$ cat src/rtl/divider_pkg.sv
`default_nettype none
// ============================================================================
// Module  : divider_pkg
// Purpose : Shared types and sizing helpers for the Q-format divider.
//           state_t  - controller states (IDLE, DIV, FIX)
//           ITER     - number of restoring iterations for a sample width
//           MAXV     - largest positive output value for a sample width
//           MINV     - most negative output value for a sample width
// Revision: 1.0 - initial release
// ============================================================================
package divider_pkg;

   typedef enum logic [1:0] {
      IDLE = 2'd0,
      DIV  = 2'd1,
      FIX  = 2'd2
   } state_t;

   // The dividend is |in1| scaled by 2^(BITSIZE-2), so it is 2*BITSIZE-2 bits
   // wide and needs one iteration per bit.
   function automatic int ITER(input int bitsize);
      return 2 * bitsize - 2;
   endfunction

   function automatic int MAXV(input int bitsize);
      return (1 << (bitsize - 1)) - 1;
   endfunction

   function automatic int MINV(input int bitsize);
      return -(1 << (bitsize - 1));
   endfunction

endpackage
`default_nettype wire

$ cat src/rtl/divider_if.sv
`default_nettype none
// ============================================================================
// Module  : divider_if
// Purpose : Sample-side bundle of the divider.
//           lrclk  - sample strobe (rising edge starts a division)
//           in1    - signed numerator
//           in2    - signed denominator
//           out    - signed quotient, registered
//           valid  - one-cycle pulse when out updates
//           busy   - division in progress
//           sat    - result was clamped (only with DIVIDER_SAT_FLAG_EN)
//           Modports: master (sample source), slave (divider).
// Revision: 1.0 - initial release
// ============================================================================
interface divider_if #(
   parameter int BITSIZE = 16
);
   logic                      lrclk;
   logic signed [BITSIZE-1:0] in1;
   logic signed [BITSIZE-1:0] in2;
   logic signed [BITSIZE-1:0] out;
   logic                      valid;
   logic                      busy;
`ifdef DIVIDER_SAT_FLAG_EN
   logic                      sat;

   modport master (output lrclk, in1, in2, input  out, valid, busy, sat);
   modport slave  (input  lrclk, in1, in2, output out, valid, busy, sat);
`else
   modport master (output lrclk, in1, in2, input  out, valid, busy);
   modport slave  (input  lrclk, in1, in2, output out, valid, busy);
`endif
endinterface
`default_nettype wire

$ cat src/rtl/divider_core.sv
`default_nettype none
// ============================================================================
// Module  : divider_core
// Purpose : Unsigned restoring shift-subtract divider, one quotient bit per
//           step. The controller loads operands, then issues ITER(BITSIZE)
//           steps; hold keeps the counter running but freezes the datapath.
// Ports   : bclk      - clock
//           resetn    - asynchronous active-low reset
//           load      - capture dividend/divisor, clear remainder/quotient
//           step      - perform one iteration
//           hold      - skip the datapath update for this step
//           dividend  - unsigned dividend, 2*BITSIZE-2 bits
//           divisor   - unsigned divisor, BITSIZE bits
//           quotient  - unsigned quotient, 2*BITSIZE-2 bits
//           done      - high on the final step
// Revision: 1.0 - initial release
// ============================================================================
module divider_core
   import divider_pkg::*;
#(
   parameter int BITSIZE = 16
) (
   input  wire logic                      bclk,
   input  wire logic                      resetn,
   input  wire logic                      load,
   input  wire logic                      step,
   input  wire logic                      hold,
   input  wire logic [2*BITSIZE-3:0]      dividend,
   input  wire logic [BITSIZE-1:0]        divisor,
   output logic      [2*BITSIZE-3:0]      quotient,
   output logic                           done
);

   localparam int N  = ITER(BITSIZE);
   localparam int DW = 2 * BITSIZE - 2;
   localparam int CW = $clog2(N + 1);
   localparam int RW = BITSIZE + 1;

   logic [RW-1:0]  r_rem;
   logic [DW-1:0]  r_dvd;
   logic [DW-1:0]  r_quo;
   logic [BITSIZE-1:0] r_div;
   logic [CW-1:0]  r_cnt;

   // Remainder shifted left with the next dividend MSB appended. One extra
   // bit of headroom keeps the comparison exact for every remainder value.
   logic [RW:0]    w_shift;
   logic           w_ge;
   logic [RW-1:0]  w_rem_next;

   always_comb begin
      w_shift    = {r_rem, r_dvd[DW-1]};
      w_ge       = (w_shift >= {2'b00, r_div});
      w_rem_next = w_ge ? RW'(w_shift - {2'b00, r_div}) : w_shift[RW-1:0];
   end

   always_ff @(posedge bclk or negedge resetn) begin
      if (!resetn) begin
         r_rem <= '0;
         r_dvd <= '0;
         r_quo <= '0;
         r_div <= '0;
         r_cnt <= '0;
      end else if (load) begin
         r_rem <= '0;
         r_dvd <= dividend;
         r_quo <= '0;
         r_div <= divisor;
         r_cnt <= '0;
      end else if (step) begin
         r_cnt <= r_cnt + 1'b1;
         if (!hold) begin
            r_rem <= w_rem_next;
            r_dvd <= r_dvd << 1;
            r_quo <= {r_quo[DW-2:0], w_ge};
         end
      end
   end

   assign quotient = r_quo;
   assign done     = step && (r_cnt == CW'(N - 1));

endmodule
`default_nettype wire

$ cat src/rtl/divider.sv
`default_nettype none
// ============================================================================
// Module  : divider
// Purpose : Sequential signed Q-format divider, out = in1 * 2^(BITSIZE-2) / in2
//           (0x4000 == 1.0 at BITSIZE=16). A rising lrclk seen in the bclk
//           domain starts one division; the result appears ITER+1 bclk later
//           with a one-cycle valid pulse. Results truncate toward zero and
//           saturate to the signed BITSIZE range; x/0 clamps by sign of x.
// Ports   : bclk    - clock (64x lrclk)
//           resetn  - asynchronous active-low reset
//           bus     - divider_if.slave (lrclk, in1, in2, out, valid, busy[, sat])
// Options : DIVIDER_SAT_FLAG_EN - adds bus.sat, set with out when the result
//           was clamped (overflow or nonzero/0).
// Revision: 1.0 - initial release
// ============================================================================
module divider
   import divider_pkg::*;
#(
   parameter int BITSIZE = 16
) (
   input  wire logic bclk,
   input  wire logic resetn,
   divider_if.slave  bus
);

   localparam int DW = 2 * BITSIZE - 2;
   localparam logic [BITSIZE-1:0] MAX_OUT = BITSIZE'(MAXV(BITSIZE));
   localparam logic [BITSIZE-1:0] MIN_OUT = BITSIZE'(MINV(BITSIZE));
   localparam logic [DW-1:0]      MAX_MAG = DW'(MAXV(BITSIZE));
   localparam logic [DW-1:0]      MIN_MAG = DW'(-MINV(BITSIZE));

   state_t             r_state;
   logic               r_lrclk_q;
   logic               r_sign;
   logic               r_div0;
   logic               r_num_zero;
   logic [BITSIZE-1:0] r_out;
   logic               r_valid;
   logic               r_busy;
`ifdef DIVIDER_SAT_FLAG_EN
   logic               r_sat;
   logic               w_sat;
`endif

   logic               w_start;
   logic               w_load;
   logic [BITSIZE-1:0] w_mag_a;
   logic [BITSIZE-1:0] w_mag_b;
   logic [DW-1:0]      w_dividend;
   logic [DW-1:0]      w_quo;
   logic               w_done;
   logic [BITSIZE-1:0] w_result;

   // Magnitudes are BITSIZE-bit unsigned, so the most negative input maps to
   // 2^(BITSIZE-1) exactly.
   always_comb begin
      w_mag_a    = bus.in1[BITSIZE-1] ? (~bus.in1 + 1'b1) : bus.in1;
      w_mag_b    = bus.in2[BITSIZE-1] ? (~bus.in2 + 1'b1) : bus.in2;
      w_dividend = {w_mag_a, {(BITSIZE-2){1'b0}}};
      w_start    = bus.lrclk && !r_lrclk_q;
      w_load     = w_start && (r_state == IDLE);
   end

   divider_core #(
      .BITSIZE (BITSIZE)
   ) u_core (
      .bclk     (bclk),
      .resetn   (resetn),
      .load     (w_load),
      .step     (r_state == DIV),
      .hold     (r_div0),
      .dividend (w_dividend),
      .divisor  (w_mag_b),
      .quotient (w_quo),
      .done     (w_done)
   );

   // Sign, clamp and divide-by-zero handling on the unsigned quotient.
   // Negative results may reach 2^(BITSIZE-1) before clamping.
   always_comb begin
      w_result = '0;
      if (r_div0) begin
         if (r_num_zero)  w_result = '0;
         else if (r_sign) w_result = MIN_OUT;
         else             w_result = MAX_OUT;
      end else if (r_sign) begin
         if (w_quo > MIN_MAG) w_result = MIN_OUT;
         else                 w_result = ~w_quo[BITSIZE-1:0] + 1'b1;
      end else begin
         if (w_quo > MAX_MAG) w_result = MAX_OUT;
         else                 w_result = w_quo[BITSIZE-1:0];
      end
   end

`ifdef DIVIDER_SAT_FLAG_EN
   always_comb begin
      w_sat = 1'b0;
      if (r_div0)      w_sat = !r_num_zero;
      else if (r_sign) w_sat = (w_quo > MIN_MAG);
      else             w_sat = (w_quo > MAX_MAG);
   end
`endif

   // busy trails the state by one cycle so it covers the iteration cycles
   // and the cycle in which valid is presented.
   always_ff @(posedge bclk or negedge resetn) begin
      if (!resetn) begin
         r_state    <= IDLE;
         r_lrclk_q  <= 1'b0;
         r_sign     <= 1'b0;
         r_div0     <= 1'b0;
         r_num_zero <= 1'b0;
         r_out      <= '0;
         r_valid    <= 1'b0;
         r_busy     <= 1'b0;
`ifdef DIVIDER_SAT_FLAG_EN
         r_sat      <= 1'b0;
`endif
      end else begin
         r_lrclk_q <= bus.lrclk;
         r_valid   <= 1'b0;
         r_busy    <= (r_state != IDLE);
         case (r_state)
            IDLE: begin
               if (w_start) begin
                  r_sign     <= bus.in1[BITSIZE-1] ^ bus.in2[BITSIZE-1];
                  r_div0     <= (bus.in2 == '0);
                  r_num_zero <= (bus.in1 == '0);
                  r_state    <= DIV;
               end
            end
            DIV: begin
               if (w_done) r_state <= FIX;
            end
            FIX: begin
               r_out   <= w_result;
               r_valid <= 1'b1;
`ifdef DIVIDER_SAT_FLAG_EN
               r_sat   <= w_sat;
`endif
               r_state <= IDLE;
            end
            default: r_state <= IDLE;
         endcase
      end
   end

   assign bus.out   = r_out;
   assign bus.valid = r_valid;
   assign bus.busy  = r_busy;
`ifdef DIVIDER_SAT_FLAG_EN
   assign bus.sat   = r_sat;
`endif

endmodule
`default_nettype wire

$ cat src/flat_wrapper.sv
// flat-port wrapper written by rule: the top's interface ports become plain ports
module divider_flat import divider_pkg::*;
#(
   parameter int BITSIZE = 16
)
  (bclk, resetn, bus_lrclk, bus_in1, bus_in2, bus_out, bus_valid, bus_busy);
  divider_if #(.BITSIZE(BITSIZE)) bus_i ();
  input  wire logic bclk;
  input  wire logic resetn;
  input wire logic [$bits(bus_i.lrclk)-1:0] bus_lrclk;
  input wire logic [$bits(bus_i.in1)-1:0] bus_in1;
  input wire logic [$bits(bus_i.in2)-1:0] bus_in2;
  output wire logic [$bits(bus_i.out)-1:0] bus_out;
  output wire logic [$bits(bus_i.valid)-1:0] bus_valid;
  output wire logic [$bits(bus_i.busy)-1:0] bus_busy;
  assign bus_i.lrclk = bus_lrclk;
  assign bus_i.in1 = bus_in1;
  assign bus_i.in2 = bus_in2;
  assign bus_out = bus_i.out;
  assign bus_valid = bus_i.valid;
  assign bus_busy = bus_i.busy;
  divider #(.BITSIZE(BITSIZE)) u_core (.bclk(bclk), .resetn(resetn), .bus(bus_i));
endmodule
$ cat config.mk
export PLATFORM = sky130hd
export DESIGN_NAME = divider_flat
export DESIGN_NICKNAME = d
export VERILOG_FILES = /design/src/rtl/divider_pkg.sv /design/src/rtl/divider_if.sv /design/src/rtl/divider_core.sv /design/src/rtl/divider.sv /design/src/flat_wrapper.sv
export SDC_FILE = /design/constraint.sdc
export NUM_CORES = 1
export LEC_CHECK = 0
export ABC_AREA = 1
export BUFFER_PORTS_ARGS = -buffer_cell sky130_fd_sc_hd__buf_4
export CORE_ASPECT_RATIO = 1.75
export CORE_MARGIN = 5
export CORE_UTILIZATION = 55
export CTS_CLUSTER_SIZE = 12
export DETAILED_ROUTE_END_ITERATION = 8
export GPL_ROUTABILITY_DRIVEN = 0
export PLACE_DENSITY = 0.72
export SLEW_MARGIN = 20
export SYNTH_ARGS = -nofsm -noshare
export SYNTH_HDL_FRONTEND = slang
export SYNTH_SLANG_ARGS = --single-unit
$ cat constraint.sdc
create_clock -name bclk -period 2.65 [get_ports bclk]
set_input_delay 0.53 -clock bclk [delete_from_list [all_inputs] [get_ports bclk]]
set_output_delay 0.53 -clock bclk [all_outputs]
set_load 0.03 [all_outputs]
==> flow_metrics.env <==
export IMPL_rows=54
export IMPL_synth_avg_cell_area_sq_um=7.26
export IMPL_grt_setup_unrepaired="no"
export IMPL_synth_edf_count=0
export IMPL_yosys_warnings=0
export IMPL_synthFlopType="dfrtp_1"
export IMPL_dp_slack_ps=399
export IMPL_hold_violations=0
export IMPL_synth_nets=1000
export IMPL_die_y_um=158
export IMPL_cts_tree="yes"
export IMPL_ys_seq_area_frac=0.395
export IMPL_syn_inst=943
export IMPL_track_usage=0.242
export IMPL_outcome="completed"
export IMPL_holdCritPathClass="in -> async"
export IMPL_final_core_util=0.620
export IMPL_fmaxAchievable_mhz=442
export IMPL_grt_pass1_wl_um=28500
export IMPL_grt_pass1_vias=6109
export IMPL_cts_sink_count=108
export IMPL_powerDensity_nw_per_um2=1340
export IMPL_fin_tns_setup_ps=0
export IMPL_r2r_start="u_core.u_core.r_dvd[29]$_DFFE_PN0P_"
export IMPL_synthArstFlopShare=1.00
export IMPL_cp_data_arrival_time_ps=2510
export IMPL_hold_ws_ps=57.7
export IMPL_cts_buffers=9
export IMPL_insertion_delay_ps=350
export IMPL_vias=6293
export IMPL_setup_slack_ps=386
export IMPL_ant_nets=0
export IMPL_worst_path_max_fanout=18
export IMPL_regArea_sq_um=2700
export IMPL_clock_path_buffers=2
export IMPL_dr_wl_met3_um=368
export IMPL_start_util=0.554
export IMPL_hpwlAfterDp_um=13500
export IMPL_final_nets=1042
export IMPL_drv_slew=0
export IMPL_r2r_slack_ps=390
export IMPL_antenna_found_initial=0
export IMPL_dpl_cell_area_sq_um=7360
export IMPL_cp_required_ps=2890
export IMPL_core_area_sq_um=12400
export IMPL_yosysTopAreaCell="dfrtp_1"
export IMPL_synth_top_area_frac=0.395
export IMPL_p_leak_uw=0.00393
export IMPL_grt_max_degree=45
export IMPL_tightest_slew_ps=1040
export IMPL_ctsResizeCount=0
export IMPL_skew_ps=8.25
export IMPL_setup_viol=0
export IMPL_ys_top_cells_by_area="dfrtp_1 (39%), nand2_1 (15%), inv_1 (6.6%), nand3_1 (5.4%), o21ai_0 (4.4%)"
export IMPL_cp_end_kind="flip-flop"
export IMPL_fillers=1190
export IMPL_slew_limit_headroom=0.306
export IMPL_htreeDepth=3
export IMPL_insertedDiodeCount=0
export IMPL_syn_area_sq_um=6850
export IMPL_cts_setup_buffers=0
export IMPL_routed_top_layer="met4"
export IMPL_wl_met1_um=6220
export IMPL_clk_pin_slew_ps=80
export IMPL_design_die_area_sq_um=14900
export IMPL_placement_io_buffers=52
export IMPL_via_per_inst=5.43
export IMPL_ys_types=44
export IMPL_layout_min_cycle_time_ps=2260
export IMPL_wire_per_inst_um=14.8
export IMPL_area_growth_pct=12.0
export IMPL_postCtsHoldBufs=0
export IMPL_dr_pass1_iters=5
export IMPL_drc=0
export IMPL_ys_seq_elements=108
export IMPL_cap_violations=0
export IMPL_reg2reg_depth=13
export IMPL_critPathLaunchType="flip-flop"
export IMPL_multi_input_comb_area_sq_um=3470
export IMPL_peakVddDrop_mv=0.627
export IMPL_reg2reg_to="u_core.u_core.r_rem[7]$_DFFE_PN0P_"
export IMPL_drive_gt1_frac=0.111
export IMPL_wirelength_um=17200
export IMPL_root_buffer="clkbuf_16"
export IMPL_overflow=0
export IMPL_fin_crit_sh=0.854
export IMPL_ios=53
export IMPL_design_area_sq_um=7670
export IMPL_dr_wl_met2_um=9500
export IMPL_dieWidth_um=94.4
export IMPL_drtIter0Drc=370
export IMPL_criticalPathCategory="reg -> reg"
-- power by group --
| part | switching [uW] | total, uW | internal [uW] |
|---|---|---|---|
| logic | 3840 | 6020 | 2180 |
| clock network | 665 | 1430 | 762 |
| registers | 465 | 2820 | 2350 |
| total | 4970 | 10300 | 5290 |
-- final cells by class --
cell class,count,area share
flip-flops and latches,108,0.352
clock buffers,9,0.0294
inverters,125,0.0612
multi-input cells,676,0.453
clock inverters,7,0.0114
repair buffers,65,0.0653
well taps,168,0.0274
-- per-layer routing --
layer,global-route usage,vias to the layer above
met2,0.464,123
met3,0.0219,66
met4,0.151,0
met5,0,-
li1,-,3142
met1,0.246,2962
-- sequential cells by signal, summed over array words and instances, names as in the netlist --
| register | flops |
|---|---|
| u_core.bus.busy | 1 |
| u_core.r_num_zero | 1 |
| u_core.r_state | 2 |
| u_core.r_div0 | 1 |
| u_core.bus.out | 16 |
| u_core.u_core.quotient | 30 |
| u_core.u_core.r_dvd | 16 |
| u_core.bus.valid | 1 |
| u_core.r_lrclk_q | 1 |
| u_core.u_core.r_cnt | 5 |
| u_core.u_core.r_rem | 17 |
| u_core.r_sign | 1 |
| u_core.u_core.r_div | 16 |
-- worst max-delay path by stage --
stage	from	to	slack, ps	cells past startpoint
final	u_core.u_core.r_dvd[29]$_DFFE_PN0P_	u_core.u_core.r_rem[7]$_DFFE_PN0P_	390	13
after global routing	u_core.u_core.r_dvd[29]$_DFFE_PN0P_	u_core.u_core.r_rem[3]$_DFFE_PN0P_	120	13
after CTS	u_core.u_core.r_dvd[29]$_DFFE_PN0P_	u_core.u_core.r_rem[7]$_DFFE_PN0P_	370	13
after detailed placement	u_core.u_core.r_dvd[29]$_DFFE_PN0P_	u_core.u_core.r_rem[7]$_DFFE_PN0P_	400	13
after global placement	u_core.u_core.r_dvd[29]$_DFFE_PN0P_	u_core.u_core.r_rem[11]$_DFFE_PN0P_	450	13
after floorplan	u_core.u_core.r_dvd[29]$_DFFE_PN0P_	u_core.u_core.r_rem[7]$_DFFE_PN0P_	590	14
-- cells by family after synthesis --
family,Yosys count,share of synthesized area
AND/OR/NAND/NOR,469,0.299
buffers and inverters,159,0.0979
AO/OA/AOI/OAI,162,0.138
flip-flops,108,0.395
XOR/XNOR,23,0.0294
adder cells (fa/ha/maj),22,0.0413
-- Yosys cell counts (2+ instances only) --
| cell type | number |
|---|---|
| a31oi_1 | 2 |
| inv_2 | 5 |
| nand3_2 | 4 |
| o31ai_1 | 3 |
| o21ai_1 | 2 |
| inv_1 | 120 |
| nand2_1 | 267 |
| nor2_2 | 2 |
| o211ai_1 | 5 |
| a21oi_1 | 37 |
| buf_4 | 3 |
| xnor2_1 | 7 |
| nand3_1 | 74 |
| o22ai_1 | 36 |
| nor2_1 | 77 |
| nor3_1 | 8 |
| a21oi_2 | 9 |
| and2_1 | 2 |
| xor2_1 | 16 |
| nand3b_1 | 18 |
| o21ai_0 | 60 |
| dfrtp_1 | 108 |
| buf_2 | 12 |
| nor2_4 | 2 |
| clkbuf_1 | 12 |
| ha_1 | 21 |
| buf_6 | 5 |
| nand4_1 | 9 |
| nand2_2 | 2 |
-- through the flow --
stage / instances / total power, uW
2_1_floorplan: 943 / 7430
3_3_place_gp: 1142 / 8740
3_5_place_dp: 1142 / 8870
4_1_cts: 1158 / 10300
5_1_grt: 1158 / 11300
6_report: 1158 / 10300
-- cell usage in the layout, fill, tap and decap left out, types with 7 or more instances in the layout --
master,count
ha_1,21
a21oi_2,9
nand4_1,9
nor2_1,77
buf_4,64
a21oi_1,37
xnor2_1,7
nor3_1,8
dfrtp_1,108
nand3b_1,18
nand3_1,74
o22ai_1,36
xor2_1,16
clkbuf_16,9
nand2_1,267
inv_1,120
o21ai_0,60
-- worst max-delay path, cell delays in order, from the launching register on --
cell	delay [ps]
dfrtp_1	330
inv_1	70
ha_1	240
fa_1	460
inv_1	90
nand3_1	100
nand3_2	110
nand2_1	80
nand2_1	130
nand3_4	130
nand2_4	210
nand2_1	90
nand3_1	80
nand2_1	50
Note: power is estimated with default switching activity, not from simulation.
